## src/rtl/mem_stage.sv

```systemverilog
// ---------------------------------------------------------------------------
// mem_stage
//
// Purpose
//   Pipeline stage placed directly after the ALU. Non-memory ops are handed
//   to writeback one cycle after acceptance. Loads and stores are turned into
//   a single valid/ready data-memory request. The stage then waits for the
//   response or store ack. Load data is lane-aligned and sign- or
//   zero-extended before it is handed to writeback. A response timeout
//   reports a bus error instead of hanging the pipeline.
//
// Handshake rules
//   A transfer happens on a rising edge where valid and ready are both 1.
//   A valid source holds its payload unchanged until that edge. in_ready
//   and dreq_valid come straight from the state register, so neither one
//   depends combinationally on the other side's valid or ready.
//
// Ports
//   clk, reset       clock; synchronous active-low reset
//   in_valid/ready   op handshake from the ALU (in_ready is 1 only in IDLE)
//   in_pc, in_rd     PC and destination register carried with the op
//   in_data          ALU result / load address / store data
//   in_addr          store address
//   in_is_load/store memory op kind; in_size 0=B 1=H 2=W 3=D
//   in_unsigned      zero-extend load data
//   dreq_*           data-memory request (8-byte aligned address, replicated
//                    write data, byte strobes)
//   dresp_valid/data response or store ack, 8-byte aligned read data
//   o_valid          single-cycle completion pulse to writeback, with
//                    o_pc, o_data, o_rd, o_wr_en, o_bus_err
//   o_dbg_state      current FSM state, for debug visibility
//
// Configuration
//   MEM_MISALIGN_TRAP_EN  when defined, a misaligned H/W/D access issues no
//                         request. It completes one cycle after acceptance
//                         with o_bus_err=1. When undefined, the low address
//                         bits are used as given and strobe bits shifted
//                         past bit 7 are dropped.
// ---------------------------------------------------------------------------
module mem_stage #(
   parameter int XLEN         = 64,
   parameter int PC_W         = 32,
   parameter int RESP_TIMEOUT = 255
) (
   input  logic            clk,
   input  logic            reset,
   input  logic            in_valid,
   output logic            in_ready,
   input  logic [PC_W-1:0] in_pc,
   input  logic [XLEN-1:0] in_data,
   input  logic [XLEN-1:0] in_addr,
   input  logic [4:0]      in_rd,
   input  logic            in_is_load,
   input  logic            in_is_store,
   input  logic [1:0]      in_size,
   input  logic            in_unsigned,
   output logic            dreq_valid,
   input  logic            dreq_ready,
   output logic [XLEN-1:0] dreq_addr,
   output logic            dreq_we,
   output logic [XLEN-1:0] dreq_wdata,
   output logic [7:0]      dreq_wstrb,
   input  logic            dresp_valid,
   input  logic [XLEN-1:0] dresp_data,
   output logic            o_valid,
   output logic [PC_W-1:0] o_pc,
   output logic [XLEN-1:0] o_data,
   output logic [4:0]      o_rd,
   output logic            o_wr_en,
   output logic            o_bus_err,
   output logic [1:0]      o_dbg_state
);

   typedef enum logic [1:0] {
      S_IDLE = 2'd0,
      S_REQ  = 2'd1,
      S_WAIT = 2'd2
   } state_t;

   // The counter holds the number of WAIT cycles already spent without a
   // response. Timing out when it equals RESP_TIMEOUT-1 makes the error pulse
   // appear exactly RESP_TIMEOUT cycles after WAIT is entered.
   localparam logic [7:0] TO_LAST = 8'(RESP_TIMEOUT - 1);

   state_t            r_state;
   state_t            w_next_state;
   logic [7:0]        r_cnt;
   logic [7:0]        w_cnt_next;

   // Op latched on acceptance of a memory op
   logic [PC_W-1:0]   r_pc;
   logic [4:0]        r_rd;
   logic              r_is_store;
   logic [1:0]        r_size;
   logic              r_unsigned;
   logic [2:0]        r_lane;
   logic [XLEN-1:0]   r_dreq_addr;
   logic              r_dreq_we;
   logic [XLEN-1:0]   r_wdata;
   logic [7:0]        r_wstrb;

   // Registered completion outputs
   logic              r_out_valid;
   logic [PC_W-1:0]   r_out_pc;
   logic [XLEN-1:0]   r_out_data;
   logic [4:0]        r_out_rd;
   logic              r_out_wr_en;
   logic              r_out_err;

   // Combinational helpers
   logic              w_accept;
   logic              w_in_mem;
   logic [XLEN-1:0]   w_in_addr;
   logic [7:0]        w_size_mask;
   logic [7:0]        w_in_wstrb;
   logic [XLEN-1:0]   w_in_wdata;
   logic              w_misalign;
   logic [XLEN-1:0]   w_load_shift;
   logic [XLEN-1:0]   w_load_val;

   logic              w_done_valid;
   logic [PC_W-1:0]   w_done_pc;
   logic [XLEN-1:0]   w_done_data;
   logic [4:0]        w_done_rd;
   logic              w_done_wr_en;
   logic              w_done_err;

   assign in_ready    = (r_state == S_IDLE);
   assign dreq_valid  = (r_state == S_REQ);
   assign dreq_addr   = r_dreq_addr;
   assign dreq_we     = r_dreq_we;
   assign dreq_wdata  = r_wdata;
   assign dreq_wstrb  = r_wstrb;
   assign o_valid     = r_out_valid;
   assign o_pc        = r_out_pc;
   assign o_data      = r_out_data;
   assign o_rd        = r_out_rd;
   assign o_wr_en     = r_out_wr_en;
   assign o_bus_err   = r_out_err;
   assign o_dbg_state = r_state;

   assign w_accept = in_valid & in_ready;
   assign w_in_mem = in_is_load | in_is_store;

   // Request formation from the incoming op. A load takes its address from
   // in_data. A store takes its address from in_addr and its data from
   // in_data.
   always_comb begin
      w_in_addr   = in_is_store ? in_addr : in_data;
      w_size_mask = 8'h01;
      w_in_wdata  = '0;
      case (in_size)
         2'd0: w_size_mask = 8'h01;
         2'd1: w_size_mask = 8'h03;
         2'd2: w_size_mask = 8'h0F;
         default: w_size_mask = 8'hFF;
      endcase
      // The shift stays 8 bits wide, so enables beyond lane 7 fall off.
      w_in_wstrb = w_size_mask << w_in_addr[2:0];
      if (in_is_store) begin
         case (in_size)
            2'd0: w_in_wdata = {(XLEN/8){in_data[7:0]}};
            2'd1: w_in_wdata = {(XLEN/16){in_data[15:0]}};
            2'd2: w_in_wdata = {(XLEN/32){in_data[31:0]}};
            default: w_in_wdata = in_data;
         endcase
      end
   end

`ifdef MEM_MISALIGN_TRAP_EN
   always_comb begin
      w_misalign = 1'b0;
      case (in_size)
         2'd1: w_misalign = w_in_addr[0];
         2'd2: w_misalign = |w_in_addr[1:0];
         2'd3: w_misalign = |w_in_addr[2:0];
         default: w_misalign = 1'b0;
      endcase
   end
`else
   assign w_misalign = 1'b0;
`endif

   // Load alignment: move the addressed lane down to bit 0, then extend.
   // A shift, rather than a part-select, zero-fills any bytes past the top
   // of the beat.
   assign w_load_shift = dresp_data >> {r_lane, 3'b000};

   always_comb begin
      w_load_val = dresp_data;
      case (r_size)
         2'd0: w_load_val = r_unsigned ? {{(XLEN-8){1'b0}}, w_load_shift[7:0]}
                                       : {{(XLEN-8){w_load_shift[7]}}, w_load_shift[7:0]};
         2'd1: w_load_val = r_unsigned ? {{(XLEN-16){1'b0}}, w_load_shift[15:0]}
                                       : {{(XLEN-16){w_load_shift[15]}}, w_load_shift[15:0]};
         2'd2: w_load_val = r_unsigned ? {{(XLEN-32){1'b0}}, w_load_shift[31:0]}
                                       : {{(XLEN-32){w_load_shift[31]}}, w_load_shift[31:0]};
         default: w_load_val = dresp_data;
      endcase
   end

   // Next-state and completion logic
   always_comb begin
      w_next_state = r_state;
      w_cnt_next   = r_cnt;
      w_done_valid = 1'b0;
      w_done_pc    = '0;
      w_done_data  = '0;
      w_done_rd    = '0;
      w_done_wr_en = 1'b0;
      w_done_err   = 1'b0;
      case (r_state)
         S_IDLE: begin
            if (w_accept) begin
               if (!w_in_mem) begin
                  w_done_valid = 1'b1;
                  w_done_pc    = in_pc;
                  w_done_data  = in_data;
                  w_done_rd    = in_rd;
                  w_done_wr_en = (in_rd != 5'd0);
               end else if (w_misalign) begin
                  w_done_valid = 1'b1;
                  w_done_pc    = in_pc;
                  w_done_rd    = in_rd;
                  w_done_err   = 1'b1;
               end else begin
                  w_next_state = S_REQ;
               end
            end
         end
         S_REQ: begin
            if (dreq_ready) begin
               w_next_state = S_WAIT;
               w_cnt_next   = 8'd0;
            end
         end
         S_WAIT: begin
            // A response in the last allowed cycle beats the timeout.
            if (dresp_valid) begin
               w_next_state = S_IDLE;
               w_cnt_next   = 8'd0;
               w_done_valid = 1'b1;
               w_done_pc    = r_pc;
               w_done_rd    = r_rd;
               w_done_data  = r_is_store ? '0 : w_load_val;
               w_done_wr_en = !r_is_store && (r_rd != 5'd0);
            end else if (r_cnt == TO_LAST) begin
               w_next_state = S_IDLE;
               w_cnt_next   = 8'd0;
               w_done_valid = 1'b1;
               w_done_pc    = r_pc;
               w_done_rd    = r_rd;
               w_done_err   = 1'b1;
            end else begin
               w_cnt_next = r_cnt + 8'd1;
            end
         end
         default: w_next_state = S_IDLE;
      endcase
   end

   // State register
   always_ff @(posedge clk) begin
      if (!reset) begin
         r_state <= S_IDLE;
      end else begin
         r_state <= w_next_state;
      end
   end

   // Datapath registers
   always_ff @(posedge clk) begin
      if (!reset) begin
         r_cnt       <= 8'd0;
         r_pc        <= '0;
         r_rd        <= '0;
         r_is_store  <= 1'b0;
         r_size      <= 2'd0;
         r_unsigned  <= 1'b0;
         r_lane      <= 3'd0;
         r_dreq_addr <= '0;
         r_dreq_we   <= 1'b0;
         r_wdata     <= '0;
         r_wstrb     <= 8'd0;
         r_out_valid <= 1'b0;
         r_out_pc    <= '0;
         r_out_data  <= '0;
         r_out_rd    <= '0;
         r_out_wr_en <= 1'b0;
         r_out_err   <= 1'b0;
      end else begin
         r_cnt <= w_cnt_next;
         if (w_accept && w_in_mem) begin
            r_pc        <= in_pc;
            r_rd        <= in_rd;
            r_is_store  <= in_is_store;
            r_size      <= in_size;
            r_unsigned  <= in_unsigned;
            r_lane      <= w_in_addr[2:0];
            r_dreq_addr <= {w_in_addr[XLEN-1:3], 3'b000};
            r_dreq_we   <= in_is_store;
            r_wdata     <= w_in_wdata;
            r_wstrb     <= w_in_wstrb;
         end
         r_out_valid <= w_done_valid;
         r_out_pc    <= w_done_pc;
         r_out_data  <= w_done_data;
         r_out_rd    <= w_done_rd;
         r_out_wr_en <= w_done_wr_en;
         r_out_err   <= w_done_err;
      end
   end

endmodule
```

## config.mk

```make
export PLATFORM = sky130hd
export DESIGN_NAME = mem_stage
export DESIGN_NICKNAME = d
export VERILOG_FILES = /design/src/rtl/mem_stage.sv
export SDC_FILE = /design/constraint.sdc
export NUM_CORES = 1
export LEC_CHECK = 0
export BUFFER_PORTS_ARGS = -buffer_cell sky130_fd_sc_hd__buf_2
export CAP_MARGIN = 25
export CORE_MARGIN = 2
export CORE_UTILIZATION = 35
export DETAILED_ROUTE_END_ITERATION = 8
export GPL_TIMING_DRIVEN = 0
export PLACE_DENSITY = 0.72
export SETUP_SLACK_MARGIN = 0.3
export SLEW_MARGIN = 20
export SYNTH_ARGS = -nofsm -noshare
export SYNTH_HDL_FRONTEND = slang
export SYNTH_SLANG_ARGS = --single-unit
```

## constraint.sdc

```tcl
create_clock -name clk -period 1.9 [get_ports clk]
set_input_delay 0.095 -clock clk [delete_from_list [all_inputs] [get_ports clk]]
set_output_delay 0.095 -clock clk [all_outputs]
set_load 0.1 [all_outputs]
```

# Word-level counts from Yosys, hierarchy flattened
# Cells that the tools add are included.
[totals] input_bits=239 word_cells=89 memories=0 rom_bits=0 out_inout_bits=245 ramBits=0 latchBits=0 register_bits=291
[op_classes] n_mul=0 mux=42 n_eq_ne=11 addsub=1 n_div=0 reduce_logical=12 bitwise_logic=4 n_lt_le_gt_ge=0 shift=2
[op_table] operator="64-bit two-way mux" count=9
[op_table] operator="64-bit case mux with 3 select lines" count=2
[op_table] operator="32-bit two-way mux" count=4
[op_table] operator="64-bit case mux with 2 select lines" count=1
[op_table] operator="32-bit case mux with 2 select lines" count=1
[op_table] operator="64-bit by 6-bit >> shifter with 32-bit output" count=1
[op_table] operator="8-bit two-way mux" count=3
[op_table] operator="8-bit case mux with 3 select lines" count=1
[op_table] operator="5-bit two-way mux" count=4
[op_table] operator="8-bit case mux with 2 select lines" count=1
[op_table] operator="2-bit two-way mux" count=5
[op_table] operator="5-bit case mux with 2 select lines" count=1
[op_table] operator="5-bit nonzero test" count=2
[op_table] operator="8-bit by 1-bit adder with 8-bit output (second input constant)" count=1
[op_table] operator="8-bit == test (second input constant)" count=1
[op_table] operator="8-bit by 3-bit left shift with 8-bit output" count=1
[op_table] operator="1-bit two-way mux" count=7
[op_table] operator="2-bit by 1-bit == test with 1-bit output (second input constant)" count=3
[op_table] operator="2-bit == test (second input constant)" count=3
[op_table] operator="2-bit zero test" count=3
[op_table] operator="2-bit by 1-bit != test with 1-bit output (second input constant)" count=3
[op_table] operator="2-bit case mux with 3 select lines" count=1
[op_table] operator="1-bit case mux with 2 select lines" count=2
[op_table] operator="4-bit AND reduction" count=1
[op_table] operator="9 further kinds" count=11

# Depth between registers and ports, before layout
[logic_depth] ltp_word=6 depth_mapped=9 ltp_nobuf=7

# Worst setup path before layout
# No wires, ideal clock.
[synth_timing] kind="register to register" from="reg r_state[0] (netlist: o_dbg_state[0])" to="reg r_cnt[6]" synth_period_minus_slack_ns=3.618 required_time_ns=1.824 path_buffers=0 arrival_time_ns=3.543 setup_ns=0.076 setup_slack_ns=-1.718 stages_incl_launch_ff=5 path_cell_list="dfxtp_1 nor2b_1 a21oi_1 or4_1 a21boi_0"
[synth_via] elab_chain_cells=3 word_cells_on_any_way=6 cone_classes="3 x eq/ne; 1 x mux; 2 x reduce/logical"
[synth_rtl] element="from (decl)" line_no="85" rtl="state_t r_state;"
[synth_rtl] element="from (signal assigned)" line_no="267" rtl="r_state <= w_next_state;"
[synth_rtl] element="2-bit by 1-bit == test with 1-bit output (*)"
[synth_rtl] element="via dreq_valid" line_no="57" rtl="output logic dreq_valid,"
[synth_rtl] element="2-bit by 1-bit != test with 1-bit output (no line) or 2-bit nonzero test (tied branches)"
[synth_rtl] element="2-bit AND reduction (no line)"
[synth_rtl] element="to (signal assigned)" line_no="292" rtl="r_cnt <= w_cnt_next;"
[synth_rtl] element="to (decl)" line_no="87" rtl="logic [7:0] r_cnt;"
# The timed path passes the listed nets; every way through them passes the cells marked *.
# A chain may end at the register's enable or synchronous reset.

# Final worst setup path
[layout_timing] from="reg r_lane[1]" to="reg r_out_data[38] (netlist: o_data[38])"
[layout_via] elab_chain_cells=6 word_cells_on_any_way=8 cone_classes="1 x shift; 7 x mux"
[layout_rtl] element="from (decl)" line_no="96" rtl="logic [2:0] r_lane;"
[layout_rtl] element="from (signal assigned)" line_no="299" rtl="r_lane <= w_in_addr[2:0];"
[layout_rtl] element="64-bit by 6-bit >> shifter with 32-bit output (*)" line_no="187" rtl="assign w_load_shift = dresp_data >> {r_lane, 3'b000};"
[layout_rtl] element="64-bit two-way mux (on tied branches)" line_no="196, 192, 194"
[layout_rtl] element="64-bit case mux with 3 select lines (*)" line_no="191" rtl="case (r_size)"
[layout_rtl] element="64-bit two-way mux (*)" line_no="245" rtl="w_done_data = r_is_store ? '0 : w_load_val;"
[layout_rtl] element="64-bit two-way mux (*)" line_no="239" rtl="if (dresp_valid) begin"
[layout_rtl] element="64-bit case mux with 2 select lines (*)" line_no="212" rtl="case (r_state)"
[layout_rtl] element="to (signal assigned)" line_no="307" rtl="r_out_data <= w_done_data;"
[layout_rtl] element="to (decl)" line_no="105" rtl="logic [XLEN-1:0] r_out_data;"
# Every way passes the cells marked *; elsewhere a longest branch is shown, timed or not.

==> summary.txt <==
Run status
  – Status: finished with violations
  – Violated checks: negative setup slack

Synth
  – EDFF count, synth: 0
  – Top cells by area, synth: dfxtp_1 (40%), mux2i_1 (9.9%), nand2_1 (4.8%)
  – Yosys top cell area share: 0.405
  – Syn avg cell area: 9.44 um2
  – Asr flop ratio synth: 0
  – Register area share after synthesis: 0.405
  – Synth Instances: 1525
  – Cell taking the most area after synthesis: dfxtp_1
  – FF+latch count, synth: 291
  – Mapped Area: 14400 um2
  – Top FF cell, synth: dfxtp_1
  – YS warnings: 0
  – Distinct cells, synth: 51

Floorplanning
  – DIE WIDTH: 207 um
  – Die Area: 42800 um2
  – Die height: 207 um
  – Initial Util: 0.353
  – Boundary pin count: 484
  – Total core area: 40700 um2
  – Cell Rows: 74

Clock network
  – Clk sink count: 291
  – CTS Buf Count: 34
  – CTS Root Cell: clkbuf_16
  – Maximum buffer depth of the clock tree: 3
  – Clock Pin Slew Worst Setup and Hold Paths: 60 ps
  – H-tree depth: 2
  – CTS tree: yes
  – Clock Latency Late Sink: 560 ps

Power
  – Pwr dens: 852 nW/um2
  – VDD IR max: 0.000741 V
  – Tot Pwr: 0.0198 W
  – Leakage: 10.5 nW

Cells and area
  – FILL cells: 3396
  – Layout cell share with drive strength beyond 1: 0.427
  – Area Growth Syn to Fin: 61.5%
  – Nets: 2536
  – Finished Layout Cells: 2852

GRT
  – Grt ovf: 0
  – Pin count of the biggest net entering global routing: 15
  – Vias in the first global route: 16000
  – Antenna violations before repair: 3
  – GRT Total Usage: 0.337
  – First-pass GRT wire length: 105000 um

Job
  – Max-cap violations: 0

STA
  – Worst slew margin: 0.248
  – Clock Skew: 25.5 ps
  – Slew @ Worst Pin: 1130 ps
  – Final setup violation count: 53
  – Crit path time final: 2040 ps
  – Final Hold Vio Count: 0
  – Period utilisation layout: 1.07
  – RSZ-0062 raised after global routing: true
  – Pins Over Slew Limit: 0
  – Max Fclk: 0.491 GHz
  – Final hold slack: 22.6 ps
  – PnR worst setup slack: -136 ps

Route
  – Drt total wl: 76300 um
  – DRT antenna net count: 0
  – DRT Pass-1 Iters: 5
  – Via/cell ratio: 5.63
  – Per-cell routed wire length: 26.8 um
  – 1st-iter DRT viols: 1035
  – Drc violations: 0
  – Vias: 16100

Setup path
  – Crit Path Class: register to register
  – Worst endpoint required time: 2330 ps
  – Crit-path max FO: 7
  – Arr. time, crit path: 2470 ps
  – Worst setup EP type: register
  – Crit start category: register

Worst hold path
  – Worst Hold Class: input pin to register

Place
  – GPL Wtd Cong: 0.959
  – Place WS: -628 ps
  – Final HPWL DP: 53900 um
  – IO Port Bufs: 473
  – Placed cell count: 2532
-- cells by family (layout without fill, tap and decap cells) --
kind of cell	count (synthesis)	after routing	share of synthesized area
AOI/OAI and AO/OA	460	460	0.240
xor gates and xnor gates	1	1	0.000609
adders and majority gates	2	2	0.00174
buffers and inverters	157	946	0.0489
DFF	291	291	0.405
muxes	210	210	0.169
other	1	7	0.000261
and+or+nand+nor	403	403	0.134
-- through the flow --
stage          setup TNS [ps]  utilization  area (um2)
6_report                -3980        0.571       23200
5_1_grt                 -6890        0.570       23200
4_1_cts                  -481        0.542       22100
3_5_place_dp           -80430        0.435       17700
3_3_place_gp          -101030        0.435       17700
2_1_floorplan           -2400            -       14700
-- layer usage --
| metal | track usage | part of all wire | up-vias |
|---|---|---|---|
| met3 | 0.0870 | 0.077 | 247 |
| met1 | 0.387 | 0.39 | 7817 |
| met4 | 0.203 | 0.065 | 0 |
| li1 | - | - | 7112 |
| met5 | 0 | 0 | - |
| met2 | 0.566 | 0.47 | 884 |
-- Yosys cell counts, drive strengths merged (2+ instances only) --
cell type and instances:
a31oi 12, a21o 8, inv 5, o21a 2
nor2b 68, o22a 16, or2 32, a22oi 86
nand3 12, mux4 22, ha 2, clkbuf 104
mux2i 143, o211a 67, dfxtp 291, a211o 7
nand3b 3, or4 3, a22o 33, nand2b 22
nor3b 3, a2bb2oi 29, nand2 184, nor2 60
a21oi 26, buf 48, o22ai 4, nor3 4
nand4 2, and3 5, nand4bb 2, a21boi 55
o21ai 87, o211ai 23, mux2 45
-- worst max-delay path: stages (launching register included) --
cell     delay, ps
dfxtp_2        320
buf_6          130
buf_12         120
mux2i_4        250
o22ai_2        100
o21ai_2        190
buf_6          140
a41oi_4        140
buf_12         180
buf_8          130
a22o_4         220
-- path summary, 6_finish.rpt --
path / start / end / slack, ps / cells past startpoint
setup / recovery: r_lane[1] / o_data[38] / -140 / 10
hold / removal: in_data[13] / o_data[13] / 20 / 2
setup reg to reg: r_lane[1] / o_data[38] / -140 / 10
hold reg to reg: dreq_wdata[27] / dreq_wdata[27] / 450 / 2
-- sequential cells by signal, summed over array words and instances (netlist names), 5 cells and up --
name	flops
r_cnt	8
r_rd	5
dreq_addr	61
dreq_wdata	64
r_pc	32
o_pc	32
o_data	64
dreq_wstrb	8
o_rd	5
-- layout make-up --
| cell class | count | area, um2 | share of cell area |
|---|---|---|---|
| multi-input combinational | 1079 | 8930 | 0.384 |
| sequential | 291 | 5850 | 0.252 |
| timing repair buffer | 732 | 5260 | 0.226 |
| buffer | 152 | 1350 | 0.0581 |
| clock buffer | 46 | 988 | 0.0425 |
| tap | 532 | 666 | 0.0286 |
| clock inverter | 11 | 168 | 0.00721 |
| inverter | 5 | 18.8 | 0.000807 |
| antenna | 4 | 10.0 | 0.000431 |
-- power breakdown --
group / leakage (nW) / switching [W] / internal, W
combinational: 7.52 / 0.00411 / 0.00215
sequential: 2.38 / 0.000189 / 0.00641
clock: 0.563 / 0.00276 / 0.00419
total: 10.5 / 0.00706 / 0.0128
-- cell usage in the layout (no fill, tap or decap), types with 23 or more instances in the layout --
| cell | count |
|---|---|
| mux2_2 | 45 |
| a22oi_2 | 70 |
| clkbuf_1 | 49 |
| nor2_1 | 56 |
| or2_2 | 31 |
| a22o_1 | 32 |
| o211a_1 | 67 |
| dlygate4sd3_1 | 191 |
| mux2i_1 | 133 |
| buf_4 | 37 |
| nand2_1 | 178 |
| dfxtp_1 | 281 |
| buf_6 | 34 |
| o211ai_1 | 23 |
| buf_2 | 482 |
| nor2b_1 | 65 |
| clkbuf_16 | 51 |
| o21ai_0 | 37 |
| a21boi_0 | 42 |
-- what timing repair did --
| action | CTS | global route |
|---|---|---|
| cloned | 7 | 11 |
| endpoints found under the setup margin | 290 | 249 |
| hold buffers | 190 | 1 |
| resized for setup | 244 | 206 |
| pin swaps | 41 | 38 |
| hold endpoints to repair | 199 | 1 |
| setup buffers | 25 | 25 |
Note: power is estimated with default switching activity, not from simulation.
